[config.mk]
export PLATFORM = sky130hd
export DESIGN_NAME = led_stream_serializer
export DESIGN_NICKNAME = d
export VERILOG_FILES = /design/src/rtl/led_stream_serializer.sv
export SDC_FILE = /design/constraint.sdc
export NUM_CORES = 1
export LEC_CHECK = 0
export ABC_CLOCK_PERIOD_IN_PS = 2400
export BUFFER_PORTS_ARGS = -buffer_cell sky130_fd_sc_hd__buf_2
export CAP_MARGIN = 20
export CORE_ASPECT_RATIO = 0.8
export CORE_MARGIN = 2
export CORE_UTILIZATION = 52
export DETAILED_ROUTE_END_ITERATION = 10
export MAX_ROUTING_LAYER = met4
export PLACE_DENSITY_LB_ADDON = 0.3
export SLEW_MARGIN = 20
export SYNTH_ARGS = -nofsm -noshare
export SYNTH_HDL_FRONTEND = slang
export SYNTH_SLANG_ARGS = --single-unit
[constraint.sdc]
create_clock -name DCK -period 2.4 [get_ports DCK]
set_clock_uncertainty 0.05 [all_clocks]
set_input_delay 0.48 -clock DCK [delete_from_list [all_inputs] [get_ports DCK]]
set_output_delay 0.48 -clock DCK [all_outputs]
set_load 0.05 [all_outputs]
[src/rtl/led_stream_serializer.sv]
// Serialises 16-bit grey-level words MSB-first onto DAI/DEN, with per-frame word counting and idle gaps.
// Define LED_SER_PARITY_EN to append an odd-parity bit after each word's 16 data bits.
module led_stream_serializer #(
  parameter int unsigned WORDS     = 512,
  parameter int unsigned WORD_GAP  = 0,
  parameter int unsigned FRAME_GAP = 8
) (
  input  logic        DCK,
  input  logic        rst,
  input  logic [15:0] pix_data,
  input  logic        pix_valid,
  output logic        pix_ready,
  input  logic        flush,
  output logic        DAI,
  output logic        DEN,
  output logic        frame_done,
  output logic        busy
);

`ifdef LED_SER_PARITY_EN
  localparam int unsigned SHIFT_W = 17;
  localparam int unsigned BIT_W   = 5;
`else
  localparam int unsigned SHIFT_W = 16;
  localparam int unsigned BIT_W   = 4;
`endif
  localparam int unsigned WCNT_W = $clog2(WORDS);
  localparam int unsigned GAP_W  = 8;

  typedef enum logic [1:0] {IDLE, SHIFT, WGAP, FGAP} state_t;

  state_t             r_state;
  logic [SHIFT_W-1:0] r_shift;
  logic [BIT_W-1:0]   r_bit_cnt;
  logic [WCNT_W-1:0]  r_word_cnt;
  logic [GAP_W-1:0]   r_gap_cnt;
  logic               r_dai;
  logic               r_den;
  logic               r_frame_done;
  logic               r_busy;
  logic [SHIFT_W-1:0] w_load;
  logic               w_xfer;

`ifdef LED_SER_PARITY_EN
  assign w_load = {pix_data, ~^pix_data};
`else
  assign w_load = pix_data;
`endif

  // Acceptance is only possible in IDLE and never while a flush is pending.
  assign pix_ready  = (r_state == IDLE) && !flush;
  assign w_xfer     = pix_valid && pix_ready;
  assign DAI        = r_dai;
  assign DEN        = r_den;
  assign frame_done = r_frame_done;
  assign busy       = r_busy;

  always_ff @(posedge DCK or negedge rst) begin
    if (!rst) begin
      r_state      <= IDLE;
      r_shift      <= '0;
      r_bit_cnt    <= '0;
      r_word_cnt   <= '0;
      r_gap_cnt    <= '0;
      r_dai        <= 1'b0;
      r_den        <= 1'b0;
      r_frame_done <= 1'b0;
      r_busy       <= 1'b0;
    end else begin
      r_frame_done <= 1'b0;
      if (flush) begin
        r_state    <= IDLE;
        r_bit_cnt  <= '0;
        r_word_cnt <= '0;
        r_gap_cnt  <= '0;
        r_dai      <= 1'b0;
        r_den      <= 1'b0;
        r_busy     <= 1'b0;
      end else begin
        case (r_state)
          IDLE: begin
            // First bit goes straight to DAI; the remainder waits in the shifter.
            if (w_xfer) begin
              r_state   <= SHIFT;
              r_shift   <= {w_load[SHIFT_W-2:0], 1'b0};
              r_dai     <= w_load[SHIFT_W-1];
              r_den     <= 1'b1;
              r_bit_cnt <= '0;
              r_busy    <= 1'b1;
            end
          end
          SHIFT: begin
            if (r_bit_cnt == BIT_W'(SHIFT_W - 1)) begin
              r_den <= 1'b0;
              r_dai <= 1'b0;
              if (r_word_cnt == WCNT_W'(WORDS - 1)) begin
                r_state      <= FGAP;
                r_word_cnt   <= '0;
                r_gap_cnt    <= GAP_W'(FRAME_GAP) - GAP_W'(1);
                r_frame_done <= 1'b1;
              end else if (WORD_GAP > 0) begin
                r_state    <= WGAP;
                r_word_cnt <= r_word_cnt + WCNT_W'(1);
                r_gap_cnt  <= GAP_W'(WORD_GAP) - GAP_W'(1);
              end else begin
                r_state    <= IDLE;
                r_word_cnt <= r_word_cnt + WCNT_W'(1);
                r_busy     <= 1'b0;
              end
            end else begin
              r_bit_cnt <= r_bit_cnt + BIT_W'(1);
              r_dai     <= r_shift[SHIFT_W-1];
              r_shift   <= {r_shift[SHIFT_W-2:0], 1'b0};
            end
          end
          WGAP, FGAP: begin
            if (r_gap_cnt == '0) begin
              r_state <= IDLE;
              r_busy  <= 1'b0;
            end else begin
              r_gap_cnt <= r_gap_cnt - GAP_W'(1);
            end
          end
          default: begin
            r_state <= IDLE;
            r_busy  <= 1'b0;
          end
        endcase
      end
    end
  end

endmodule
==> impl_metrics.tcl, run 1 <==
set metrics [dict create \
    area_delta_synth_final_pct 15.0 \
    avgSynthCellArea_um2 8.99 \
    track_usage 0.212 \
    io_pins 25 \
    tightest_slew_ns 0.525 \
    fmax_mhz 444 \
    io_buffers 24 \
    worstSkewPairLatency_ns 0.29 \
    coreArea_um2 3880 \
    grt_pass1_wl_um 7140 \
    finalWirelength_um 4310 \
    cp-start-kind "flop" \
    async_flop_share 1.00 \
    n_antenna_cell 0 \
    first_iter_violations 130 \
    cts-root-buf "clkbuf_8" \
    setup_viol 0 \
    drc 0 \
    vdd_drop_max_uv 376 \
    rows 20 \
    synth_top_area_frac 0.489 \
    dp_hpwl_um 2950 \
    grt_pass1_vias 1591 \
    antenna_found_initial 0 \
    cts_sinks 42 \
    synthCells 239 \
    hold_path_class "in -> async" \
    maxSlewHeadroom 0.650 \
    gr-total-overflow 0 \
    cts.path.max_buffers 2 \
    syn-num-nets 265 \
    arrival_ns 2.42 \
    yosysWarningCount 0 \
    cp.required_ns 2.57 \
    powerDensity_nw_per_um2 617 \
    synth_largest_area_cell "dfrtp_1" \
    leakagePower_nw 1.12 \
    end_kind "flop" \
    via_count 1814 \
    preCtsSetupSlack_ns 0.106 \
    ys_ff_latch 42 \
    tritoncts "done" \
    setup_ws_ns 0.150 \
    slew_violations 0 \
    syn_area_um2 2150 \
    h-tree-depth 2 \
    clk_pin_slew_worst_paths_ns 0.08 \
    synth_flop_cell "dfrtp_1" \
    yosys.cell_types.count 38 \
    ant_nets 0 \
    path_max_fanout 5 \
    numCtsBuffers 5 \
    maxCapViolations 0 \
    power_mw 1.52 \
    place.gp.congestion 0.794 \
    nets 291 \
    via_per_inst 5.65 \
    drtPass1Iterations 4 \
    hold_viol 0 \
    ys_seq_area_frac 0.489 \
    start_util 0.554 \
    worst-setup-path-type "reg -> reg" \
    synth_top_cells_by_area "dfrtp_1 (49%), nand2_1 (6.1%), nor2_1 (5.4%), a31oi_1 (4.7%), ha_1 (3.5%)" \
    min_period_ns 2.25 \
    synth_commonest_cells "dfrtp_1 (42), nand2_1 (35), nor2_1 (31), a31oi_1 (16), a21oi_1 (13)" \
    synth.most_common_cell "dfrtp_1" \
    fin_crit_sh 0.938 \
    final.setup.tns_ns 0 \
    wl_per_cell_um 13.4 \
    drive_gt1_frac 0.180 \
    fp.dieW_um 75.9 \
    die_h_um 61.5 \
    die_area_um2 4670 \
    rsz0062_at_grt "false" \
    synth-edff-count 0 \
    grt_max_degree 43 \
    outcome "finished clean" \
]
-- cell usage in the layout (no fill, tap or decap), types with 3 or more instances in the layout --
cell / instances
dfrtp_1: 42
nand2_1: 35
nor2_1: 31
buf_2: 24
a31oi_1: 16
a21oi_1: 13
buf_4: 9
o21ai_0: 8
nand3_1: 7
nor3_1: 6
ha_1: 6
inv_1: 5
a211oi_1: 5
clkbuf_8: 5
and3_1: 4
nor4b_1: 4
xor2_1: 4
or2_2: 3
xnor2_1: 3
or3_1: 3
nand3b_1: 3
-- logic make-up after synthesis --
logic type                 count (synthesis)  share of synthesized area
buffers and inverters                     19                     0.0343
muxes                                      1                    0.00524
AOI/OAI and AO/OA                         54                      0.158
and+or+nand+nor                          110                      0.250
adders and majority gates                  6                     0.0349
DFF                                       42                      0.489
xor gates and xnor gates                   7                     0.0285
-- registers in the layout (all words and copies together) (netlist names) --
name / count
DAI: 1
DEN: 1
busy: 1
frame_done: 1
r_bit_cnt: 4
r_gap_cnt: 8
r_shift: 15
r_state: 2
r_word_cnt: 9
-- metal layers --
layer  global-route usage  share of wire  routed length, um
met2                0.314           0.45               1920
met4               0.0602          0.010                 44
met5                    -              0                  0
met1                0.294           0.51               2180
met3               0.0491          0.038                164
-- power by group --
group / total, mW / switching (mW) / internal (mW)
clock network: 0.544 / 0.234 / 0.310
registers: 0.793 / 0.0326 / 0.761
logic: 0.187 / 0.117 / 0.0701
-- metrics by stage --
stage,util,area (um2),hold slack [ns],instances
after floorplan,-,2150,0.134,239
after global placement,0.605,2350,0.460,312
after detailed placement,0.605,2350,0.458,312
after CTS,0.634,2460,0.214,320
after global routing,0.637,2470,0.227,321
final,0.637,2470,0.179,321
-- critical path: stages (launching register included) --
cell and delay (ns):
dfrtp_1 0.41, ha_1 0.21, and3_1 0.22, nand3_1 0.10, nor2_1 0.07, ha_1 0.19, or3_4 0.41, or3b_1 0.38
a21oi_1 0.14
-- area by class of cell --
| type | instances | area [um2] |
|---|---|---|
| Inverter | 5 | 18.8 |
| Clock inverter | 2 | 37.5 |
| Tap cell | 55 | 68.8 |
| Multi-Input combinational cell | 178 | 1030 |
| Timing Repair Buffer | 33 | 188 |
| Fill cell | 332 | 1410 |
| Clock buffer | 6 | 72.6 |
| Sequential cell | 42 | 1050 |
-- worst paths after layout --
kind / from / endpoint / slack (ns) / cells past startpoint
hold reg to reg: r_gap_cnt[0] / r_gap_cnt[0] / 0.47 / 1
setup reg to reg: r_word_cnt[1] / r_word_cnt[2] / 0.15 / 8
max in group asynchronous: rst / r_state[0] / 1.74 / 2
hold / removal: rst / r_gap_cnt[1] / 0.18 / 2
min in group DCK: pix_valid / r_bit_cnt[3] / 0.38 / 2
setup / recovery: r_word_cnt[1] / r_word_cnt[2] / 0.15 / 8
-- timing repair --
action                                  CTS  global route
gates resized for setup                   0             1
setup buffers                             0             1
hold buffers                              0             0
endpoints found under the setup margin    0             2
endpoints found under the hold margin     0             0
Note: power is estimated with default switching activity, not from simulation.
==> run 2: changes to the inputs <==
--- a/config.mk
+++ b/config.mk
@@ -18,3 +18,4 @@
 export SYNTH_ARGS = -nofsm -noshare
 export SYNTH_HDL_FRONTEND = slang
 export SYNTH_SLANG_ARGS = --single-unit
+export TNS_END_PERCENT = 10
==> constraint.sdc (replaced) <==
create_clock -name DCK -period 2.4 [get_ports DCK]
set_clock_uncertainty 0.05 [all_clocks]
set_input_delay 0.36 -clock DCK [delete_from_list [all_inputs] [get_ports DCK]]
set_output_delay 0.36 -clock DCK [all_outputs]
set_load 0.05 [all_outputs]
==> impl_metrics.tcl, run 2 (synthesis results as in run 1) <==
set metrics [dict create \
    dp_hpwl_um 3030 \
    regMostFlops "r_shift" \
    track_usage 0.219 \
    nets 292 \
    fin_cells 321 \
    drive_gt1_frac 0.180 \
    ff2ff_path_depth 8 \
    nFillCells 333 \
    drc 0 \
    cp.required_ns 2.57 \
    whs_ns 0.256 \
    clk_pin_slew_worst_paths_ns 0.07 \
    place.gp.congestion 0.787 \
    rsz0062_at_grt "false" \
    maxSlewHeadroom 0.700 \
    path_max_fanout 5 \
    ff_latch_area_um2 1050 \
    area_delta_synth_final_pct 14.0 \
    arrival_ns 2.45 \
    drtPass1Iterations 4 \
    min_period_ns 2.28 \
    worstSkewPairLatency_ns 0.29 \
    largest_register_ffs 15 \
    wl_per_cell_um 13.2 \
    die_area_um2 4670 \
    via_per_inst 5.55 \
    grt_max_degree 31 \
    hold_path_class "in -> reg" \
    ant_nets 0 \
    final_common_cell "dfrtp_1" \
    cts_sinks 42 \
    worst-setup-path-type "reg -> reg" \
    rrSetupSlack_ns 0.12 \
    first_iter_violations 117 \
    grt_pass1_vias 1579 \
    leakagePower_nw 1.12 \
    h-tree-depth 2 \
    die_h_um 61.5 \
    fin_crit_sh 0.950 \
    io_buffers 24 \
    slew_violations 0 \
    fmax_mhz 438 \
    outcome "finished clean" \
    final.setup.tns_ns 0 \
    tritoncts "done" \
    cp-start-kind "flop" \
    setup_viol 0 \
    mostFrequentLayoutCells "dfrtp_1 (42), nand2_1 (35), nor2_1 (31)" \
    start_util 0.554 \
    gr-total-overflow 0 \
    powerDensity_nw_per_um2 570 \
    coreArea_um2 3880 \
    numCtsBuffers 5 \
    placed_cell_area_um2 2350 \
    finalWirelength_um 4250 \
    hold_depth 3 \
    cts-root-buf "clkbuf_8" \
    antenna_found_initial 0 \
    cts.path.max_buffers 2 \
    r2r-end "r_word_cnt[2]" \
    maxCapViolations 0 \
    rows 20 \
    hold_viol 0 \
    vdd_drop_max_uv 380 \
    via_count 1782 \
    reg_top3 "r_shift x15, r_word_cnt x9, r_gap_cnt x8" \
    dpl.cell_count 312 \
    rr_startpoint "r_word_cnt[0]" \
    grt_pass1_wl_um 7340 \
    fp.dieW_um 75.9 \
    io_pins 25 \
    multiInputGateArea_um2 1030 \
    tightest_slew_ns 0.443 \
    min_from "pix_data[0]" \
    hold_end "r_shift[1]" \
    n_antenna_cell 0 \
    final_area_um2 2450 \
    power_mw 1.40 \
    end_kind "flop" \
]
-- run 2: worst max-delay path by stage --
| stage | start | endpoint | slack, ns | depth (start not counted) |
|---|---|---|---|---|
| 2_1_floorplan | r_word_cnt[0] | r_word_cnt[2] | 0.19 | 8 |
| 3_3_place_gp | r_word_cnt[0] | r_word_cnt[4] | 0.15 | 8 |
| 6_report | r_word_cnt[0] | r_word_cnt[2] | 0.12 | 8 |
| 5_1_grt | r_word_cnt[0] | r_word_cnt[2] | 0.007 | 8 |
| 4_1_cts | r_word_cnt[0] | r_word_cnt[2] | 0.08 | 8 |
| 3_5_place_dp | r_word_cnt[0] | r_word_cnt[4] | 0.1 | 8 |
-- run 2: per-layer routing --
metal | track usage | part of all wire | vias to the layer above
met5 | - | 0 | -
met4 | 0.0677 | 0.0094 | 0
met3 | 0.0491 | 0.034 | 4
met2 | 0.302 | 0.43 | 33
met1 | 0.322 | 0.53 | 846
li1 | - | - | 899
-- run 2: cell type report --
cell class	count	share of cell area
repair buffers	34	0.0807
well taps	55	0.0281
clock inverters	2	0.00409
clock buffers	5	0.0281
multi-input cells	178	0.422
inverters	5	0.00766
flip-flops and latches	42	0.429
-- run 2: what timing repair did --
| action | 4_1_cts | 5_1_grt |
|---|---|---|
| hold buffers | 1 | 0 |
| endpoints found under the setup margin | 0 | 2 |
| resized for setup | 0 | 1 |
| hold endpoints to repair | 19 | 0 |
| buffers inserted | 0 | 1 |
-- run 2: critical path, stage by stage (launching register included) --
cell and delay, ns:
dfrtp_1 0.41, ha_1 0.22, and3_1 0.21, nand3_1 0.11
nor2_1 0.08, ha_1 0.20, or3_4 0.41, or3b_1 0.38
a21oi_1 0.14
-- run 2: through the flow --
| stage | utilization | setup slack [ns] |
|---|---|---|
| 2_1_floorplan | - | 0.186 |
| 3_3_place_gp | 0.605 | 0.146 |
| 3_5_place_dp | 0.605 | 0.0977 |
| 4_1_cts | 0.628 | 0.0819 |
| 5_1_grt | 0.632 | 0.00673 |
| 6_report | 0.632 | 0.119 |
-- run 2: report_power, final --
| group | internal (mW) | switching, mW |
|---|---|---|
| Sequential | 0.761 | 0.0324 |
| Combinational | 0.0700 | 0.116 |
| Clock | 0.195 | 0.221 |
